**config.mk**
```make
export PLATFORM = sky130hd
export DESIGN_NAME = mem_port_arbiter
export DESIGN_NICKNAME = d
export VERILOG_FILES = /design/src/rtl/mem_port_arbiter.sv
export SDC_FILE = /design/constraint.sdc
export NUM_CORES = 1
export LEC_CHECK = 0
export ABC_AREA = 1
export ABC_CLOCK_PERIOD_IN_PS = 1430
export CORE_AREA = 2 2 146 148
export CTS_CLUSTER_DIAMETER = 200
export DETAILED_ROUTE_END_ITERATION = 7
export DIE_AREA = 0 0 148 150
export GPL_ROUTABILITY_DRIVEN = 0
export GPL_TIMING_DRIVEN = 0
export PLACE_DENSITY = 0.47
export SLEW_MARGIN = 40
export SYNTH_ARGS = -nofsm -noshare
export SYNTH_HDL_FRONTEND = slang
export SYNTH_SLANG_ARGS = --single-unit
```
**constraint.sdc**
```tcl
create_clock -name clk_i -period 1.43 [get_ports clk_i]
set_clock_uncertainty 0.1 [all_clocks]
set_input_delay 0.286 -clock clk_i [delete_from_list [all_inputs] [get_ports clk_i]]
set_output_delay 0.286 -clock clk_i [all_outputs]
set_load 0.01 [all_outputs]
```
**src/rtl/mem_port_arbiter.sv**
```systemverilog
// Round-robin arbiter sharing one SRAM-style memory port between NUM_REQ
// requesters. Grant and memory drive are combinational. A latency pipeline
// routes each response pulse back to the requester that issued the access.
module mem_port_arbiter #(
    parameter int unsigned NUM_REQ     = 2,
    parameter int unsigned ADDR_WIDTH  = 64,
    parameter int unsigned DATA_WIDTH  = 32,
    parameter int unsigned MEM_LATENCY = 1
) (
    input  logic                                clk_i,
    input  logic                                rst_ni,
    input  logic [NUM_REQ-1:0]                  req_i,
    input  logic [NUM_REQ-1:0]                  we_i,
    input  logic [NUM_REQ*ADDR_WIDTH-1:0]       addr_i,
    input  logic [NUM_REQ*(DATA_WIDTH/8)-1:0]   be_i,
    input  logic [NUM_REQ*DATA_WIDTH-1:0]       wdata_i,
    output logic [NUM_REQ-1:0]                  gnt_o,
    output logic [NUM_REQ-1:0]                  rvalid_o,
    output logic [DATA_WIDTH-1:0]               rdata_o,
    output logic                                mem_req_o,
    output logic                                mem_we_o,
    output logic [ADDR_WIDTH-1:0]               mem_addr_o,
    output logic [DATA_WIDTH/8-1:0]             mem_be_o,
    output logic [DATA_WIDTH-1:0]               mem_data_o,
    input  logic [DATA_WIDTH-1:0]               mem_data_i
);

    localparam int unsigned BE_W  = DATA_WIDTH / 8;
    localparam int unsigned IDX_W = (NUM_REQ > 1) ? $clog2(NUM_REQ) : 1;
    localparam logic [IDX_W-1:0] LAST_IDX = IDX_W'(NUM_REQ - 1);

    logic [IDX_W-1:0]       ptr_q;
    logic [IDX_W-1:0]       ptr_d;
    logic [NUM_REQ-1:0]     req_act;
    logic                   any_req;
    logic                   found;
    logic [31:0]            cand;
    logic [IDX_W-1:0]       winner;
    logic [MEM_LATENCY-1:0] pipe_vld_q;
    logic [IDX_W-1:0]       pipe_idx_q [MEM_LATENCY];

    // Requests are masked while reset is held so every output reads zero.
    always_comb begin
        req_act = rst_ni ? req_i : '0;
        any_req = |req_act;
    end

    // Round-robin search starting at ptr_q and wrapping modulo NUM_REQ.
    always_comb begin
        winner = '0;
        found  = 1'b0;
        cand   = '0;
        for (int unsigned k = 0; k < NUM_REQ; k++) begin
            cand = (32'(ptr_q) + k) % NUM_REQ;
            if (!found && req_act[IDX_W'(cand)]) begin
                winner = IDX_W'(cand);
                found  = 1'b1;
            end
        end
    end

    // One-hot grant and next priority pointer (one past the winner).
    always_comb begin
        gnt_o = '0;
        ptr_d = ptr_q;
        if (any_req) begin
            gnt_o = NUM_REQ'(1) << winner;
            ptr_d = (winner == LAST_IDX) ? '0 : winner + IDX_W'(1);
        end
    end

    // Memory port driven from the winner's slices; all zero when idle.
    always_comb begin
        mem_req_o  = any_req;
        mem_we_o   = 1'b0;
        mem_addr_o = '0;
        mem_be_o   = '0;
        mem_data_o = '0;
        for (int unsigned i = 0; i < NUM_REQ; i++) begin
            if (any_req && (winner == IDX_W'(i))) begin
                mem_we_o   = we_i[i];
                mem_addr_o = addr_i[i*ADDR_WIDTH +: ADDR_WIDTH];
                mem_be_o   = be_i[i*BE_W +: BE_W];
                mem_data_o = wdata_i[i*DATA_WIDTH +: DATA_WIDTH];
            end
        end
    end

    // Priority pointer register.
    always_ff @(posedge clk_i or negedge rst_ni) begin
        if (!rst_ni) begin
            ptr_q <= '0;
        end else begin
            ptr_q <= ptr_d;
        end
    end

    // Response pipeline: stage 0 captures {grant, winner} every cycle.
    always_ff @(posedge clk_i or negedge rst_ni) begin
        if (!rst_ni) begin
            pipe_vld_q <= '0;
            for (int unsigned s = 0; s < MEM_LATENCY; s++) begin
                pipe_idx_q[s] <= '0;
            end
        end else begin
            pipe_vld_q[0] <= any_req;
            pipe_idx_q[0] <= winner;
            for (int unsigned s = 1; s < MEM_LATENCY; s++) begin
                pipe_vld_q[s] <= pipe_vld_q[s-1];
                pipe_idx_q[s] <= pipe_idx_q[s-1];
            end
        end
    end

    // Response pulse to the issuing requester; read data passes straight through.
    always_comb begin
        rvalid_o = '0;
        if (pipe_vld_q[MEM_LATENCY-1]) begin
            rvalid_o = NUM_REQ'(1) << pipe_idx_q[MEM_LATENCY-1];
        end
        rdata_o = rst_ni ? mem_data_i : '0;
    end

endmodule

```
==> impl_metrics.toml, run 1 <==
[sta]
max-slew-margin-rel_pct = 83.6
setup_slack_ps = -541
fin_crit_ps = 1970
worstMarginPinSlew_ps = 246
drv_slew = 0
hold_violations = 0
period_share_pct = 138
rsz0062_at_grt = "true"
setup_viol = 102
max_freq_mhz = 507

[route]
drcViolationCount = 0
wire_per_inst_um = 15.4
first_iter_violations = 104
drtAntennaViolNets = 0
num_vias = 4406
vias_per_cell = 3.91
routed_wl_mm = 17.4
drt_pre_antenna_iters = 4

[floorplan]
start_util_pct = 9.05
ios = 376
rows = 53
die_w_um = 148
die_area_mm2 = 0.0222
core_mm2 = 0.0207
die_h_um = 150

[worst_setup_path]
worstPathArrival_ps = 1590
crit_fanout = 8
worst_path_max_delay_cell = "dfrtp_1"
critical_path_required_ps = 1040
cp-end-kind = "output pin"
slowest_delay_ps = 360
startpoint_type = "flop"
crit_family = "buffers and inverters"
worstPathCellList = "inv_2 -> nand2_2 -> nand2_4 -> buf_12 -> buf_8 -> buf_12 -> clkbuf_16 -> nand3_2 -> nand2_2 -> buf_6"
r2r_slack_ps = 180
cp.buffers_inverters = 6
crit_type = "flop to output pin"

[power]
power.leakage_nw = 4.13
power_mw = 3.40
power_density_mw_per_mm2 = 426
vdd_drop_max_mv = 0.231

[placement]
port_buffers = 375
dp_hpwl_mm = 13.1
dp_slack_ps = -1500
post_dp_cell_area_mm2 = 0.00621

[synth]
muxShareOfSynthArea_pct = 0
yosysSeqAreaShare_pct = 4.01
syn_inst = 423
synthAdderAreaFrac_pct = 0
synth-xor-area-share_pct = 0
yosys.area_share.simple_pct = 75.6
synth-compound-area-share_pct = 1.00
synth_area_mm2 = 0.00187
synth_fp_nets = 661
yosysWarnings = 0
synth_top_family_by_area = "simple AND/OR/NAND/NOR gates"
synth_seq_cells = 3
synth.avg_cell_area_um2 = 4.43
synth_cell_types = 13

[clocking]
tritoncts = "built"
clk_path_buf_depth = 2
cts_max_level = 1
numCtsBuffers = 3
clkTransAtPathRegs_ps = 30
cts-root-buf = "clkbuf_16"
clkSinkCount = 3
insertion_delay_ps = 220

[global_routing]
track_usage_pct = 13.7
overflow = 0
grt_max_degree = 12
grt_pass1_vias = 4429
grt_pass1_wl_mm = 24.0
antenna_found_initial = 0

[layout]
final_cell_mix = "231 x clkdlybuf4s50_1, 116 x buf_6, 108 x nand2_2"
mostFrequentLayoutCell = "clkdlybuf4s50_1"
antenna_cells = 0
fillCellCount = 2138
layout-drive-gt1-share_pct = 52.5
stdcell_area_mm2 = 0.00799
layout.nets = 1090
final_util_pct = 38.6
area_delta_synth_final_pct = 326

[status]
violations = "negative setup slack"
outcome = "finished with violations"

[job]
max_cap_violations = 0

[hold_path]
hold_path.class = "primary input to async pin"
-- registers in the layout, summed over array words and instances, names as in the netlist --
| register | count |
|---|---|
| pipe_idx_q | 1 |
| pipe_vld_q | 1 |
| ptr_q | 1 |
-- stage by stage --
stage               cells  hold slack, ps  TNS, ps
floorplan             423            -110     -106
global placement     1073             402  -176100
detailed placement   1073             413  -178570
CTS                  1112             342   -47730
global route         1126             348   -55250
finish               1126             335   -47410
-- report_power, final --
group | total, mW | internal [mW] | switching [mW] | leakage, nW
logic | 2.86 | 1.69 | 1.17 | 4.06
clock network | 0.444 | 0.368 | 0.0757 | 0.0382
registers | 0.0969 | 0.0933 | 0.00353 | 0.0365
total | 3.40 | 2.15 | 1.25 | 4.13
-- cells in the mapped netlist --
master | instances | share of area, %
buf_4 | 18 | 7.2
inv_1 | 37 | 7.4
nand3_1 | 101 | 27
a21oi_2 | 1 | 0.47
dfrtp_1 | 3 | 4.0
o21ai_0 | 1 | 0.27
nor2_1 | 1 | 0.20
a21oi_1 | 1 | 0.27
nand2_2 | 1 | 0.33
buf_2 | 14 | 3.7
clkbuf_1 | 4 | 0.80
nand2_1 | 240 | 48
buf_1 | 1 | 0.20
-- logic make-up after synthesis --
group                  Yosys count
and+or+nand+nor                343
buffers and inverters           74
DFF                              3
AOI/OAI and AO/OA                3
-- path summary, 6_finish.rpt --
| path | from | depth (start not counted) | end |
|---|---|---|---|
| min | rst_ni | 2 | pipe_idx_q$_DFF_PN0_ |
| min in group clk_i | ptr_q$_DFFE_PN0P_ | 2 | ptr_q$_DFFE_PN0P_ |
| max | ptr_q$_DFFE_PN0P_ | 10 | mem_addr_o[50] |
| max reg2reg | ptr_q$_DFFE_PN0P_ | 6 | pipe_idx_q$_DFF_PN0_ |
| min reg2reg | ptr_q$_DFFE_PN0P_ | 2 | ptr_q$_DFFE_PN0P_ |
| max in group asynchronous | rst_ni | 2 | ptr_q$_DFFE_PN0P_ |
-- layout make-up --
class                   instances  area, µm²  share of cell area, %
well taps                     275        344                   4.31
plain buffers                  34        523                   6.55
clock buffers                   4       78.8                  0.987
inverters                      37        139                   1.74
repair buffers                427       4370                   54.7
flip-flops and latches          3       75.1                  0.940
multi-input cells             346       2460                   30.8
-- worst reg2reg max path: cells and delay by family (launching register included) --
kind | cells | cell delay, ps
AO/OA/AOI/OAI | 1 | 80
buffers and inverters | 5 | 590
flip-flops | 1 | 360
-- metal layers --
layer / part of all wire (%) / up-vias / track usage (%)
li1: - / 2170 / -
met2: 55 / 233 / 27.8
met1: 36 / 1993 / 14.9
met3: 7.9 / 10 / 2.90
met5: 0 / - / 0
met4: 0.66 / 0 / 1.38
-- what timing repair did --
action                                  CTS  global route
cloned                                    9             5
pin swaps                                36            65
hold buffers                              1             0
endpoints found under the hold margin     3             0
endpoints found under the setup margin  141           111
buffers inserted                         26            13
resized for setup                       835           145
Note: power is estimated with default switching activity, not from simulation.
==> run 2, diff against run 1 <==
Settings changed: ABC_AREA 1 to default, CORE_AREA 2 2 146 148 to 2 2 148 150, CTS_CLUSTER_SIZE from default to 24, DIE_AREA 0 0 148 150 to 0 0 150 152, HOLD_SLACK_MARGIN from default to 0.15, PLACE_DENSITY 0.47 to 0.52.
==> run 2 against run 1 <==
The flow still finishes with violations (negative setup slack). Maximum frequency rose by 4.0%. Sequential share of layout area rose by 0.12 points. Non-clock buffer count fell by 18. Largest cell class unchanged. Largest power group unchanged. Highest routed layer unchanged.
==> impl_metrics.toml, run 2 <==
[status]
outcome = "finished with violations"
violations = "negative setup slack"

[synth]
synth-edff-count = 0
synth_commonest_cells = "204 x nand2_1, 90 x o32ai_2, 33 x and2_1, 22 x buf_2, 18 x buf_6"
synth.avg_cell_area_um2 = 7.56
yosysTopAreaCellShare_pct = 47.2
synth_seq_cells = 3
synthMostInstantiatedCell = "nand2_1"
syn_inst = 410
synth_area_leaders = "o32ai_2 47%, nand2_1 25%, and2_1 6.7%"
synth_area_mm2 = 0.00310
synth_top_area_cell = "o32ai_2"
async_flop_share_pct = 100
synth_cell_types = 17
yosysWarnings = 0
yosys_most_used_dff = "dfrtp_1"
synth_fp_nets = 648
yosysSeqAreaShare_pct = 2.42

[power]
power_density_mw_per_mm2 = 450
power_mw = 3.24
vdd_drop_max_mv = 0.390
power.leakage_nw = 3.00

[worst_setup_path]
worstReg2RegStart = "ptr_q$_DFFE_PN0P_"
cp.buffers_inverters = 3
cp.depth = 5
critical_path_required_ps = 1040
crit_end = "mem_addr_o[28]"
crit_type = "flop to output pin"
slowest_delay_ps = 430
crit_family = "buffers and inverters"
crit_fanout = 10
worstPathArrival_ps = 1510
startpoint_type = "flop"
cp-end-kind = "output pin"
worst_path_max_delay_cell = "dfrtp_2"
startpoint = "ptr_q$_DFFE_PN0P_"
r2r_slack_ps = 230
timing.rr.end = "pipe_idx_q$_DFF_PN0_"
reg2regPathDepth = 4
worstPathCellList = "a21bo_4 -> buf_12 -> buf_12 -> o32ai_4 -> buf_2"
crit_top_cell = "buf_12"

[sta]
max_freq_mhz = 528
worstMarginPinSlew_ps = 398
timing.hold.ws_ps = 368
hold_violations = 0
max-slew-margin-rel_pct = 73.5
period_share_pct = 133
setup_viol = 103
drv_slew = 0
setup_slack_ps = -465
fin_crit_ps = 1900
rsz0062_at_grt = "true"

[global_routing]
grt_pass1_vias = 4768
antenna_found_initial = 0
grt_util_met2_pct = 28.2
grtUsageMet1_pct = 18.3
busiest_layer = "met2"
use_met3_pct = 3.00
grt_max_degree = 11
track_usage_pct = 15.3
overflow = 0
grt_pass1_wl_mm = 27.5

[clocking]
cts-root-buf = "clkbuf_16"
clkTransAtPathRegs_ps = 30
clk_path_buf_depth = 2
tritoncts = "built"
clkSinkCount = 3
numCtsBuffers = 3
insertion_delay_ps = 220
cts_max_level = 1

[route]
drtAntennaViolNets = 0
drt_pre_antenna_iters = 4
first_iter_violations = 179
routed_wl_mm = 18.9
vias_per_cell = 4.29
wire_per_inst_um = 17.5
num_vias = 4625
drcViolationCount = 0

[floorplan]
rows = 54
die_w_um = 150
start_util_pct = 14.5
die_h_um = 152
core_mm2 = 0.0214
die_area_mm2 = 0.0228
ios = 376

[layout]
layout-drive-gt1-share_pct = 39.3
reg_top3 = "pipe_idx_q x1, pipe_vld_q x1, ptr_q x1"
area_delta_synth_final_pct = 132
final_cell_mix = "231 x clkdlybuf4s50_1, 204 x nand2_1, 144 x buf_2"
antenna_cells = 0
mostFrequentLayoutCell = "clkdlybuf4s50_1"
layout.nets = 1037

[placement]
port_buffers = 375
dp_hpwl_mm = 15.0

[hold_path]
hold_path.class = "primary input to flop"

[job]
max_cap_violations = 0
## run 2: changes by cell type after synthesis, moves of 2 or more
| cell | previous run | this run |
|---|---|---|
| nand3_1 | 101 | 0 |
| o32ai_2 | 0 | 90 |
| inv_1 | 37 | 0 |
| nand2_1 | 240 | 204 |
| and2_1 | 0 | 33 |
| buf_6 | 0 | 18 |
| o32ai_1 | 0 | 11 |
| buf_2 | 14 | 22 |
| buf_4 | 18 | 13 |
| clkbuf_1 | 4 | 6 |
## run 2: area by class of cell
cell class	count	area, µm²
Multi-Input combinational cell	347	2820
Fill cell	2355	14200
Buffer	59	653
Sequential cell	3	76.3
Clock buffer	4	78.8
Tap cell	280	350
Timing Repair Buffer	384	3210
Inverter	1	3.75
## run 2: logic make-up after synthesis
logic type | count (synthesis) | share of synthesized area, %
compound gates | 106 | 51.4
buf+inv | 60 | 14.1
flops | 3 | 2.42
simple gates | 241 | 32.1
## run 2: report_power, final
part           switching, mW  total (mW)  leakage [nW]  internal, mW
registers             0.0104       0.106        0.0357        0.0960
clock network         0.0821       0.451        0.0382         0.368
logic                   1.22        2.68          2.93          1.46
## run 2: worst register-to-register path: cells and delay by family (launching register included)
family | cells | cell delay (ps)
simple gates | 2 | 220
buf+inv | 2 | 340
flops | 1 | 430
## run 2: worst min path at each step
stage          startpoint                    to  slack (ps)  cells past startpoint
2_1_floorplan      rst_ni  pipe_idx_q$_DFF_PN0_        -110                      0
3_3_place_gp       rst_ni     ptr_q$_DFFE_PN0P_         440                      1
3_5_place_dp       rst_ni     ptr_q$_DFFE_PN0P_         440                      1
4_1_cts          req_i[1]     ptr_q$_DFFE_PN0P_         350                      2
5_1_grt          req_i[1]     ptr_q$_DFFE_PN0P_         390                      2
6_report         req_i[1]     ptr_q$_DFFE_PN0P_         370                      2
## run 2: what timing repair did
action / CTS / global route
pin swaps: 6 / 1
endpoints found under the hold margin: 3 / 0
setup endpoints to repair: 141 / 107
gates cloned: 1 / 0
resized for setup: 630 / 35
buffers inserted: 4 / 3
hold buffers: 1 / 0
## run 2: metal layers
metal  wire length [µm]  part of all wire (%)
met1               7580                    40
met2               9540                    51
met3               1500                   8.0
met4                253                   1.3
met5                  0                     0
## run 2: metrics by stage
step	TNS [ps]	area [µm²]	util [%]	cells	setup slack, ps
floorplan	-553	3100	-	410	-6.14
global placement	-187540	7200	33.7	1065	-1610
detailed placement	-189040	7200	33.7	1065	-1620
CTS	-42590	7010	32.8	1075	-475
global route	-47170	7200	33.7	1078	-497
finish	-42920	7200	33.7	1078	-465
